$ cat config.mk
export PLATFORM = sky130hd
export DESIGN_NAME = stopwatch_bcd
export DESIGN_NICKNAME = d
export VERILOG_FILES = /design/src/rtl/stopwatch_pkg.sv /design/src/rtl/bcd_digit.sv /design/src/rtl/stopwatch_bcd.sv
export SDC_FILE = /design/constraint.sdc
export NUM_CORES = 1
export LEC_CHECK = 0
export ABC_AREA = 0
export BUFFER_PORTS_ARGS = -buffer_cell sky130_fd_sc_hd__buf_2
export CAP_MARGIN = 5
export CORE_AREA = 5 5 86 88
export DETAILED_ROUTE_END_ITERATION = 7
export DIE_AREA = 0 0 91 93
export PLACE_DENSITY = 0.79
export SYNTH_ARGS = -nofsm -noshare
export SYNTH_HDL_FRONTEND = slang
export SYNTH_HIERARCHICAL = 1
export SYNTH_SLANG_ARGS = --single-unit
$ cat constraint.sdc
create_clock -name clk -period 8.45 [get_ports clk]
set_input_delay 0.845 -clock clk [delete_from_list [all_inputs] [get_ports clk]]
set_output_delay 0.845 -clock clk [all_outputs]
set_load 0.01 [all_outputs]
$ cat src/rtl/stopwatch_pkg.sv
// Shared types and digit-layout helpers for the BCD stopwatch.
package stopwatch_pkg;

    typedef enum logic [1:0] {
        StIdle,
        StRun,
        StPaused,
        StExpired
    } sw_state_e;

    typedef logic [3:0] bcd_t;

    localparam int unsigned HundMax     = 9;
    localparam int unsigned SecUnitsMax = 9;
    localparam int unsigned SecTensMax  = 5;
    localparam int unsigned MinMax      = 9;

    function automatic int unsigned time_width(input int unsigned min_digits);
        return 16 + 4 * min_digits;
    endfunction

    // Digit 0 is hundredths units; digit 3 is the seconds tens digit.
    function automatic int unsigned digit_max(input int unsigned idx);
        if (idx < 2)       return HundMax;
        else if (idx == 2) return SecUnitsMax;
        else if (idx == 3) return SecTensMax;
        else               return MinMax;
    endfunction

endpackage

$ cat src/rtl/bcd_digit.sv
// One BCD digit counting modulo MAX+1 in either direction, with clamped load.
module bcd_digit
    import stopwatch_pkg::*;
#(
    parameter int unsigned MAX = 9
) (
    input  logic clk,
    input  logic reset,
    input  logic clear_i,
    input  logic load_i,
    input  bcd_t load_val_i,
    input  logic inc_i,
    input  logic dec_i,
    output bcd_t value_o,
    output logic carry_o
);

    localparam bcd_t Max = bcd_t'(MAX);

    bcd_t value_q, value_d;

    always_comb begin
        value_d = value_q;
        if (clear_i) begin
            value_d = '0;
        end else if (load_i) begin
            value_d = (load_val_i > Max) ? Max : load_val_i;
        end else if (inc_i) begin
            value_d = (value_q == Max) ? '0 : value_q + 4'd1;
        end else if (dec_i) begin
            value_d = (value_q == '0) ? Max : value_q - 4'd1;
        end
    end

    // Carry on up-rollover, borrow on down-rollover; the chain's direction is set upstream.
    assign carry_o = (inc_i && (value_q == Max)) || (dec_i && (value_q == '0));
    assign value_o = value_q;

    always_ff @(posedge clk) begin
        if (reset) value_q <= '0;
        else       value_q <= value_d;
    end

endmodule

$ cat src/rtl/stopwatch_bcd.sv
// MM:SS:HH BCD stopwatch / countdown timer with prescaler and state machine.
// Optional lap capture register enabled by defining LAP_EN.
module stopwatch_bcd
    import stopwatch_pkg::*;
#(
    parameter int unsigned CLK_HZ     = 50_000_000,
    parameter int unsigned TICK_HZ    = 100,
    parameter int unsigned MIN_DIGITS = 2,
    localparam int unsigned TW        = time_width(MIN_DIGITS)
) (
    input  logic          clk,
    input  logic          reset,
    input  logic          start,
    input  logic          pause,
    input  logic          clear,
    input  logic          mode_down,
    input  logic          load_valid,
    input  logic [TW-1:0] load_value,
    output logic [TW-1:0] time_bcd,
    output logic          running,
    output logic          expired,
    output logic          wrapped
`ifdef LAP_EN
    ,
    input  logic          lap,
    output logic [TW-1:0] lap_bcd
`endif
);

    localparam int unsigned TICK_DIV = CLK_HZ / TICK_HZ;
    localparam int unsigned PW       = $clog2(TICK_DIV);
    localparam int unsigned ND       = 4 + MIN_DIGITS;

    sw_state_e       state_q, state_d;
    logic            mode_q, mode_d;
    logic [PW-1:0]   presc_q, presc_d;
    logic            wrapped_q, wrapped_d;
    logic            expired_q, expired_d;
    logic            tick, clr_time, load_time;
    logic [ND:0]     chain;
    logic [TW-1:0]   cur_time;

    always_comb begin
        state_d   = state_q;
        mode_d    = mode_q;
        presc_d   = presc_q;
        clr_time  = 1'b0;
        load_time = 1'b0;
        tick      = 1'b0;
        expired_d = 1'b0;
        if (clear) begin
            state_d  = StIdle;
            presc_d  = '0;
            clr_time = 1'b1;
        end else if (load_valid && (state_q != StRun)) begin
            state_d   = StIdle;
            presc_d   = '0;
            load_time = 1'b1;
        end else begin
            unique case (state_q)
                StIdle: begin
                    // A countdown from zero would expire immediately, so it is refused.
                    if (start && !pause && !(mode_down && (cur_time == '0))) begin
                        state_d = StRun;
                        mode_d  = mode_down;
                        presc_d = '0;
                    end
                end
                StRun: begin
                    if (pause) begin
                        state_d = StPaused;
                    end else if (presc_q == PW'(TICK_DIV - 1)) begin
                        presc_d = '0;
                        tick    = 1'b1;
                        if (mode_q && (cur_time == TW'(1))) begin
                            state_d   = StExpired;
                            expired_d = 1'b1;
                        end
                    end else begin
                        presc_d = presc_q + PW'(1);
                    end
                end
                StPaused: begin
                    if (start && !pause) state_d = StRun;
                end
                StExpired: ;
                default: state_d = StIdle;
            endcase
        end
    end

    assign chain[0]  = tick;
    // Only an up-count can carry out of the top digit; a countdown stops at zero first.
    assign wrapped_d = chain[ND] & ~mode_q;

    for (genvar i = 0; i < ND; i++) begin : g_digit
        bcd_digit #(
            .MAX(digit_max(i))
        ) u_digit (
            .clk       (clk),
            .reset     (reset),
            .clear_i   (clr_time),
            .load_i    (load_time),
            .load_val_i(load_value[4*i +: 4]),
            .inc_i     (chain[i] & ~mode_q),
            .dec_i     (chain[i] & mode_q),
            .value_o   (cur_time[4*i +: 4]),
            .carry_o   (chain[i+1])
        );
    end

    always_ff @(posedge clk) begin
        if (reset) begin
            state_q   <= StIdle;
            mode_q    <= 1'b0;
            presc_q   <= '0;
            wrapped_q <= 1'b0;
            expired_q <= 1'b0;
        end else begin
            state_q   <= state_d;
            mode_q    <= mode_d;
            presc_q   <= presc_d;
            wrapped_q <= wrapped_d;
            expired_q <= expired_d;
        end
    end

    assign time_bcd = cur_time;
    assign running  = (state_q == StRun);
    assign expired  = expired_q;
    assign wrapped  = wrapped_q;

`ifdef LAP_EN
    logic [TW-1:0] lap_q;

    always_ff @(posedge clk) begin
        if (reset || clear) begin
            lap_q <= '0;
        end else if (lap && ((state_q == StRun) || (state_q == StPaused))) begin
            lap_q <= cur_time;
        end
    end

    assign lap_bcd = lap_q;
`endif

endmodule
# Word-level counts from Yosys, hierarchy flattened
# Cells that the tools add are included.
dict set report totals {
  register_bits 48
  input_bits 31
  output_inout_bits 27
  elab_cells 166
}
dict set report op_classes {
  n_addsub 13
  order_cmp 6
  n_eq_ne 16
  n_mux 55
  bitwise_logic 18
  reduce_logical 47
}
# cell n
set ops {}
lappend ops {{4-bit 2-to-1 mux} 36}
lappend ops {{19-bit 2-to-1 mux} 3}
lappend ops {{19-bit case mux with 2 select lines} 1}
lappend ops {{4-bit by 1-bit adder with 4-bit output (second input constant)} 6}
lappend ops {{24-bit by 1-bit equality test with 1-bit output (second input constant)} 1}
lappend ops {{24-bit logical NOT} 1}
lappend ops {{4-bit logical NOT} 6}
lappend ops {{4-bit by 1-bit subtractor with 4-bit output (second input constant)} 6}
lappend ops {{3-bit nonzero test} 7}
lappend ops {{4-bit equality test (second input constant)} 5}
lappend ops {{4-bit > comparator (second input constant)} 5}
lappend ops {{19-bit by 1-bit adder with 19-bit output (second input constant)} 1}
lappend ops {{19-bit equality test (second input constant)} 1}
lappend ops {{1-bit logical AND} 17}
lappend ops {{1-bit AND} 13}
lappend ops {{2-bit 2-to-1 mux} 5}
lappend ops {{1-bit 2-to-1 mux} 9}
lappend ops {{1-bit logical OR} 6}
lappend ops {{2-bit != test (second input constant)} 3}
lappend ops {{3-bit by 2-bit != test with 1-bit output (second input constant)} 2}
lappend ops {{2-bit case mux with 3 select lines} 1}
lappend ops {{6-bit OR reduction} 1}
lappend ops {{1-bit inverter} 5}
lappend ops {{5-bit AND reduction} 1}
lappend ops {{12 further kinds} 13}

# Longest topological paths before layout
# Gate-level depths: netlist (run 1).
dict set report depth {
  word_depth 25
  ltp_mapped 30
  mapped_depth_nobuf 28
}

# Cells and area by module
# The synthesis (run 1) kept the hierarchy.
# module instances cells_each area_per_inst_um2 seq_area_each_um2
set modules_own_cells {}
lappend modules_own_cells {{bcd_digit at g_digit[0].u_digit ...} 5 45 355.3 80.1}
lappend modules_own_cells {stopwatch_bcd 1 192 1500.2 480.5}
lappend modules_own_cells {{bcd_digit at g_digit[3].u_digit} 1 46 332.8 80.1}

# Worst setup path after synthesis (run 1)
# No wires, ideal clock.
dict set report synth_path {
  kind {reg2reg}
  startpoint {reg presc_q[5]}
  endpoint {reg g_digit[5].u_digit.value_q[3]}
  setup_time_ns 0.122
  t_arrival_ns 5.982
  t_required_ns 8.328
  slack_ns 2.346
  stages_incl_launch_ff 30
  path_buffers 1
  period_less_slack_ns 6.104
  cell_sequence {dfxtp_1 -> or4_4 -> nor2_4 -> nand4_2 -> nor4_1 -> and2_2 -> a22oi_1 -> nor3_1 -> nor2b_1 -> and2_2 -> a22oi_1 -> nor3_1 -> nor2b_1 -> and2_2 -> a22oi_1 -> nor3_1 -> nor2b_1 -> and2_2 -> a22oi_1 -> nor3_1 -> nor2b_1 -> and2_2 -> a22oi_1 -> nor3_1 -> and2_1 -> or3b_4 -> buf_6 -> o21ai_2 -> a221oi_1 -> o311a_1}
}
dict set report synth_between {
  elab_chain_cells 24
  word_cells_on_any_way 36
  classes_between {1 x eq/ne; 7 x mux; 12 x bitwise; 16 x reduce/logical}
}
# element line_no
set synth_lines {}
lappend synth_lines {{from (decl)} stopwatch_bcd.sv:36} ;# logic [PW-1:0] presc_q, presc_d;
lappend synth_lines {{from (signal assigned)} stopwatch_bcd.sv:122} ;# presc_q <= presc_d;
lappend synth_lines {{19-bit equality test (*)} stopwatch_bcd.sv:72} ;# end else if (presc_q == PW'(TICK_DIV - 1)) begin
lappend synth_lines {{1-bit 2-to-1 mux (*)} stopwatch_bcd.sv:72}
lappend synth_lines {{1-bit 2-to-1 mux (*)} stopwatch_bcd.sv:70} ;# if (pause) begin
lappend synth_lines {{1-bit 2-to-1 mux (*)} stopwatch_bcd.sv:60} ;# unique case (state_q)
lappend synth_lines {{1-bit 2-to-1 mux (*)} stopwatch_bcd.sv:55} ;# end else if (load_valid && (state_q != StRun)) begin
lappend synth_lines {{1-bit 2-to-1 mux (*)} stopwatch_bcd.sv:51} ;# if (clear) begin
lappend synth_lines {{1-bit AND (on tied branches)} {stopwatch_bcd.sv:105, stopwatch_bcd.sv:106}}
lappend synth_lines {{1-bit logical AND} bcd_digit.sv:36} ;# assign carry_o = (inc_i && (value_q == Max)) || (dec_i && (value_q == '0));
lappend synth_lines {{[1 not listed]} --}
lappend synth_lines {{net chain[1]} stopwatch_bcd.sv:40} ;# logic [ND:0] chain;
lappend synth_lines {{[3 not listed]} --}
lappend synth_lines {{net chain[2]} stopwatch_bcd.sv:40}
lappend synth_lines {{[3 not listed]} --}
lappend synth_lines {{net chain[3]} stopwatch_bcd.sv:40}
lappend synth_lines {{[3 not listed]} --}
lappend synth_lines {{net chain[4]} stopwatch_bcd.sv:40}
lappend synth_lines {{1-bit AND (on tied branches)} {stopwatch_bcd.sv:105, stopwatch_bcd.sv:106}}
lappend synth_lines {{1-bit logical AND} bcd_digit.sv:36}
lappend synth_lines {{1-bit logical OR (*)} bcd_digit.sv:36}
lappend synth_lines {{net chain[5]} stopwatch_bcd.sv:40}
lappend synth_lines {{1-bit AND} stopwatch_bcd.sv:105} ;# .inc_i (chain[i] & ~mode_q),
lappend synth_lines {{4-bit 2-to-1 mux} bcd_digit.sv:28} ;# end else if (inc_i) begin
lappend synth_lines {{4-bit 2-to-1 mux} bcd_digit.sv:26} ;# end else if (load_i) begin
lappend synth_lines {{to (signal assigned)} bcd_digit.sv:41} ;# else value_q <= value_d;
lappend synth_lines {{to (decl)} bcd_digit.sv:20} ;# bcd_t value_q, value_d;
# Mark *: on every way through the listed nets, which the timed path passes. The rest lies on a longest branch.
# A chain may end at the register's enable or synchronous reset.

# Final worst setup path (run 1)
dict set report layout_path {
  startpoint {reg presc_q[5]}
  endpoint {reg g_digit[5].u_digit.value_q[2]}
}
# Same word-level chain as after synthesis.

==> key figures, run 1 <==
Timing
  • RSZ-0062 raised after global routing: false
  • Max Slew Vio Count: 0
  • Tcrit/Tclk final: 82.0%
  • Fin Setup TNS: 0 ns
  • Worst Tran Pin Value: 0.679 ns
  • Worst clock skew: approximately 0.0084 ns
  • Max Freq: around 0.14 GHz
  • Setup-failing EPs final: 0
  • Hold Fails Final Rpt: 0
  • Minimum clock period: 6.93 ns
  • Max_slew headroom: 54.3%

Route
  • Post-route ant nets: 0
  • Wire per inst: ~15 µm
  • Final wirelength: 8650 µm
  • Via count: approximately 3.5k
  • Drt pass-1 iters: 5
  • DRC: 0
  • Vias per Instance: 6.16
  • Initial DRC Count: 245

Logic synthesis
  • Top cells by area, synth: dfxtp_1, buf_6, o21ai_0
  • Number of synthesized register bits: 48
  • Post-Syn Instances: 463
  • Cell accounting for the most synthesized area: dfxtp_1
  • Cell Area, Synth: 3610 µm²
  • Syn_nets: 495
  • Synth cell types: 64
  • Synth warn: 6
  • Yosys top cell area share: a little over a quarter
  • Mean post-synth cell area: 7.80 µm²
  • Async SR Flop Fraction: 0%
  • Most used DFF post-synth: dfxtp_1
  • Number of flops mapped to enable cells by yosys: 0
  • Register area share after synthesis: 26.6%

Hold path
  • Hold Crit Class: flip-flop to flip-flop

Global routing
  • Met2 Track Usage GR: 32.6%
  • M1 GR Usage: 26.1%
  • Gr ovfl total: 0
  • Grt met3 use: 4.10%
  • Largest net degree at the start of global routing: 31
  • Overall global routing resource usage: 20.0%
  • Vias in the first global route: 3195
  • Initial antenna violation count: 0
  • Top Usage Layer GRT: met2
  • First-pass GRT wire length: 14500 µm

Power and ir drop
  • Cell Int Power: ~340 µW
  • PD cells: approximately 120 nW/µm²
  • Clock power share: 36.1%
  • Overall Power: 460 µW
  • LEAKAGE: around 0.0016 µW
  • Switching power: 119 µW
  • Logic pwr share: 11.6%
  • Seq pwr share: about 52%
  • Max VDD drop: 0.0757 mV
  • Sw Share: 26.0%

Place
  • Number of I/O port buffers: 57
  • RePlAce Congestion: 0.919
  • Dpl hpwl: 6310 µm

Clock tree
  • CTS buffer count: 5
  • Post-cts resize count: 0
  • H-tree depth: 2
  • Cts hold-fix bufs: 0
  • Worst skew pair latency: 0.30 ns
  • Clock sink total: 48
  • Root Buffer Master: clkbuf_8
  • CTS tree: yes
  • Post-CTS repair timing setup buffer count: 0
  • Worst-path clk slew: around 0.09 ns
  • Clock Path Buffers: 2

Floorplan
  • Die width: 91 µm
  • Die Y: 93 µm
  • Top Ports: 58
  • Core Area: roughly 6600 µm²
  • Starting density of the core: 55.0%
  • Die area: 8460 µm²
  • Rows: 30

Setup path
  • Critical Path AT: 7.11 ns
  • Critical Path Fanout Max: 6
  • Critical path's largest stage delay: 0.62 ns
  • Critical path data required time: 8.64 ns
  • CP Launch Type: flip-flop
  • Kind of critical path: flip-flop to flip-flop
  • Top delay family on crit path: simple AND/OR/NAND/NOR gates
  • CP max stage cell: nor4_1
  • Worst Setup End Kind: flip-flop
  • Worst Path Buf+Inv: 0

Finish
  • P&R area growth vs syn: 6.10%
  • Filler instances: 602
  • Net count, final: 526
  • # diodes: 0
  • Final core occ: approximately 58%
  • Share of cells above drive strength 1: 20.4%

Job
  • Max-cap violation count: 0

Status
  • Status: complete, no violations
-- logic make-up (layout without fill, tap and decap cells) --
family	after synthesis	after routing	share of synthesized area (%)
mux	3	3	0.867
xor+xnor	12	12	2.91
compound gates	137	137	26.3
fa+ha+maj	1	1	0.347
flops	48	48	26.6
simple gates	207	207	33.0
buf+inv	55	87	10.0
-- flip-flops by register name, summed over array words and instances (netlist names) --
| signal | flops |
|---|---|
| wrapped | 1 |
| g_digit.u_digit/value_o | 24 |
| presc_q | 19 |
| expired | 1 |
| state_q | 2 |
| mode_q | 1 |
-- routing by layer --
layer	up-vias	routed length [µm]
li1	1760	-
met1	1653	3880
met2	114	4130
met3	13	536
met4	0	110
met5	-	0
-- worst paths after layout --
check        cells past startpoint  slack (ns)                             to         from
max reg2reg                     28        1.52  g_digit[5].u_digit/value_o[2]   presc_q[5]
min                              1        0.49                    presc_q[18]  presc_q[18]
min reg2reg                      1        0.49                    presc_q[18]  presc_q[18]
max                             28        1.52  g_digit[5].u_digit/value_o[2]   presc_q[5]
-- per-stage QoR --
step | std cells | hold WS, ns | area, µm² | worst slack, ns
after floorplan | 463 | 0.439 | 3610 | 2.35
after global routing | 575 | 0.510 | 3830 | 0.895
after detailed placement | 567 | 0.479 | 3720 | 1.61
after global placement | 567 | 0.461 | 3720 | 1.89
after CTS | 575 | 0.492 | 3830 | 1.54
final | 575 | 0.486 | 3830 | 1.52
-- cell usage in the layout (no fill, tap or decap), types with 12 or more instances in the layout --
cell and instances:
nor2_1 48, o21ai_0 40, dfxtp_1 48, nor4_1 12, a21oi_1 21, nand2b_1 12, nand2_1 27, nor3_1 13
nand3_1 13, buf_2 57, inv_1 21
-- cells in the mapped netlist, drive strengths merged, types with 10 or more instances --
cell and n:
a21oi 26, dfxtp 48, nor3 14, inv 21, and2 13, nor4 14, nand2b 12, o21ai 50
nor2 51, nand4 11, o311a 10, and3 10, nand2 27, nand3 13, buf 31
-- power by group through the flow --
stage	Clock [µW]	Combinational, µW	Sequential, µW
after floorplan	0	41.2	240
after global placement	0	51.8	245
after detailed placement	0	53.1	245
after CTS	168	53.4	240
after global routing	179	59.9	242
final	166	53.4	240
-- area by class of cell --
class                           instances  area (µm²)  area share (%)
Sequential cell                        48         961            25.1
Inverter                               21        78.8            2.06
Clock inverter                          2        35.0           0.915
Clock buffer                            6        72.6            1.89
Timing Repair Buffer                   58         293            7.64
Tap cell                               80         100            2.61
Multi-Input combinational cell        360        2290            59.8
No activity file was read; power rests on OpenSTA's default activity.
==> run 2, diff against run 1 <==
ABC_AREA = 1   (was 0)
CORE_AREA = 5 5 89 91   (was 5 5 86 88)
DIE_AREA = 0 0 94 96   (was 0 0 91 93)
PLACE_DENSITY = 0.81   (was 0.79)
clock period = 6.5 ns   (was 8.45 ns; I/O delays follow)
==> run 2 against run 1 <==
Against the previous run: sequential power is 30% higher; hold slack worse by 0.017 ns; cell count is 49% higher; first-iteration DRC count is 5.3% lower; non-clock buffer count stayed put; sequential cell count stayed put; clock skew is 0.0042 ns lower; clock-buffer cell count is 1 lower; global-route usage is 4.3 points higher; highest routed layer unchanged.
==> key figures, run 2 <==
Logic synthesis
  • Mean post-synth cell area: 5.79 µm²
  • Async SR Flop Fraction: 0%
  • Count leader, synth: nand2_1
  • Number of synthesized register bits: 48
  • Cell accounting for the most synthesized area: dfxtp_1
  • Cell Area, Synth: roughly 4000 µm²
  • Most used DFF post-synth: dfxtp_1
  • Synth cell types: 36
  • Most common library cells after synthesis: nand2_1, nor2_1, inv_1, nand3_1, dfxtp_1
  • Synth warn: 6
  • Post-Syn Instances: 699
  • Register area share after synthesis: 23.7%
  • Syn_nets: 731
  • Top cells by area, synth: dfxtp_1, nand2_1, nor2_1
  • Yosys top cell area share: 23.7%
  • Number of flops mapped to enable cells by yosys: 0

Global routing
  • First-pass GRT wire length: about 18000 µm
  • Initial antenna violation count: 0
  • Gr ovfl total: 0
  • Largest net degree at the start of global routing: 24
  • Overall global routing resource usage: 24.4%
  • Vias in the first global route: 4337

Place
  • Place WS: 1.24 ns
  • Number of I/O port buffers: 57
  • RePlAce Congestion: around 0.95
  • Dpl hpwl: 8190 µm

Setup path
  • Critical path's largest stage delay: 0.38 ns
  • Critical Path AT: 5.54 ns
  • Kind of critical path: flip-flop to flip-flop
  • CP startpoint: presc_q[0]
  • Critical Path Fanout Max: 6
  • Crit path top cell by count: nor2_1
  • Worst Setup End Kind: flip-flop
  • RR Startpoint: presc_q[0]
  • CP max stage cell: dfxtp_1
  • CP Launch Type: flip-flop
  • Critical path data required time: ~6.7 ns

Power and ir drop
  • Seq pwr share: between 40% and 50%
  • PD cells: 160 nW/µm²
  • Cell Int Power: 533 µW
  • LEAKAGE: 0.00199 µW
  • Sw Share: between 20% and 30%
  • Max VDD drop: 0.0906 mV
  • Clock power share: between 40% and 50%
  • Switching power: roughly 200 µW
  • Overall Power: 733 µW
  • Logic pwr share: ~16%

Timing
  • Setup WS post-layout: around 1.2 ns
  • Tcrit/Tclk final: ~82%
  • Max_slew headroom: 48.5%
  • Worst Hold Margin: 0.469 ns
  • Minimum clock period: 5.34 ns
  • Setup-failing EPs final: 0
  • Max Slew Vio Count: 0
  • Hold Fails Final Rpt: 0
  • Fin Setup TNS: 0 ns
  • RSZ-0062 raised after global routing: false
  • Worst Tran Pin Value: 0.769 ns
  • Worst clock skew: 0.00423 ns
  • Max Freq: 0.187 GHz

Finish
  • Final core occ: ~65%
  • Share of cells above drive strength 1: 19.4%
  • Most common cell after layout, fill and taps aside: nand2_1
  • P&R area growth vs syn: 13.1%
  • Net count, final: slightly below 800
  • Max FFs per register: 24
  • Most frequent cells in the layout: nand2_1, nor2_1, inv_1
  • # diodes: 0

Hold path
  • Hold path start: presc_q[17]
  • Hold Crit Class: flip-flop to flip-flop

Floorplan
  • Die Y: 96 µm
  • Top Ports: 58
  • Starting density of the core: between 50% and 60%
  • Core Area: 7060 µm²
  • Die width: around 94 µm
  • Rows: 31
  • Die area: 9020 µm²

Route
  • DRC: 0
  • Wire per inst: 12.4 µm
  • Post-route ant nets: 0
  • Final wirelength: 10600 µm
  • Via count: 4621
  • Drt pass-1 iters: 5
  • Vias per Instance: 5.40
  • Initial DRC Count: around 230

Clock tree
  • H-tree depth: 2
  • CTS buffer count: 5
  • Cts hold-fix bufs: 0
  • Post-CTS repair timing setup buffer count: 0
  • Clock Path Buffers: 2
  • Clock sink total: 48
  • Root Buffer Master: clkbuf_8
  • Post-cts resize count: 0
  • Worst-path clk slew: about 0.09 ns
  • Worst skew pair latency: 0.31 ns
  • CTS tree: yes

Status
  • Status: complete, no violations

Job
  • Max-cap violation count: 0
==> run 2: cell count changes after synthesis, moves of 17 or more <==
cell     delta
nand3_1    +48
a21oi_1    +24
buf_6      -17
nand2_1   +161
inv_2      +20
inv_1      +61
nor2_1     +44
==> run 2: stage by stage <==
stage               std cells  instance area, µm²
floorplan                 699                4050
global placement          848                4420
detailed placement        848                4420
CTS                       856                4580
global route              856                4580
finish                    856                4580
==> run 2: area by class of cell <==
type / count / area, µm²
flip-flops and latches: 48 / 961
fillers: 660 / 2480
clock buffers: 5 / 68.8
repair buffers: 58 / 293
multi-input cells: 534 / 2630
well taps: 99 / 124
inverters: 109 / 414
clock inverters: 3 / 90.1
==> run 2: layer usage <==
layer,vias up,routed length (µm),GRT usage (%)
li1,2377,-,-
met1,2057,4480,28.9
met2,159,5290,44.1
met3,28,635,2.89
met4,0,240,10.7
met5,-,0,0
==> run 2: worst paths after layout <==
| path | to | slack (ns) | cells after the start |
|---|---|---|---|
| setup / recovery | g_digit[5].u_digit/value_o[1] | 1.16 | 34 |
| hold / removal | presc_q[17] | 0.47 | 2 |
| setup reg to reg | g_digit[5].u_digit/value_o[1] | 1.16 | 34 |
| hold reg to reg | presc_q[17] | 0.47 | 2 |
==> run 2: worst max-delay path, delay by kind of cell (launching register included) <==
kind,cells,cell delay (ns)
buf+inv,8,0.64
fa+ha+maj,1,0.20
flops,1,0.38
compound gates,7,0.95
simple gates,18,3.02
==> run 2: power by group through the flow <==
stage	clock, µW	combinational [µW]	sequential, µW
after floorplan	0	82.8	316
after global placement	0	115	317
after detailed placement	0	118	317
after CTS	309	119	310
after global routing	321	134	312
final	303	119	311
==> run 2: cells by family after synthesis <==
| logic type | share of synthesized area (%) |
|---|---|
| adder cells (fa/ha/maj) | 0.309 |
| flip-flops | 23.7 |
| AO/OA/AOI/OAI | 17.9 |
| AND/OR/NAND/NOR | 46.0 |
| XOR/XNOR | 0.649 |
| buffers and inverters | 11.5 |
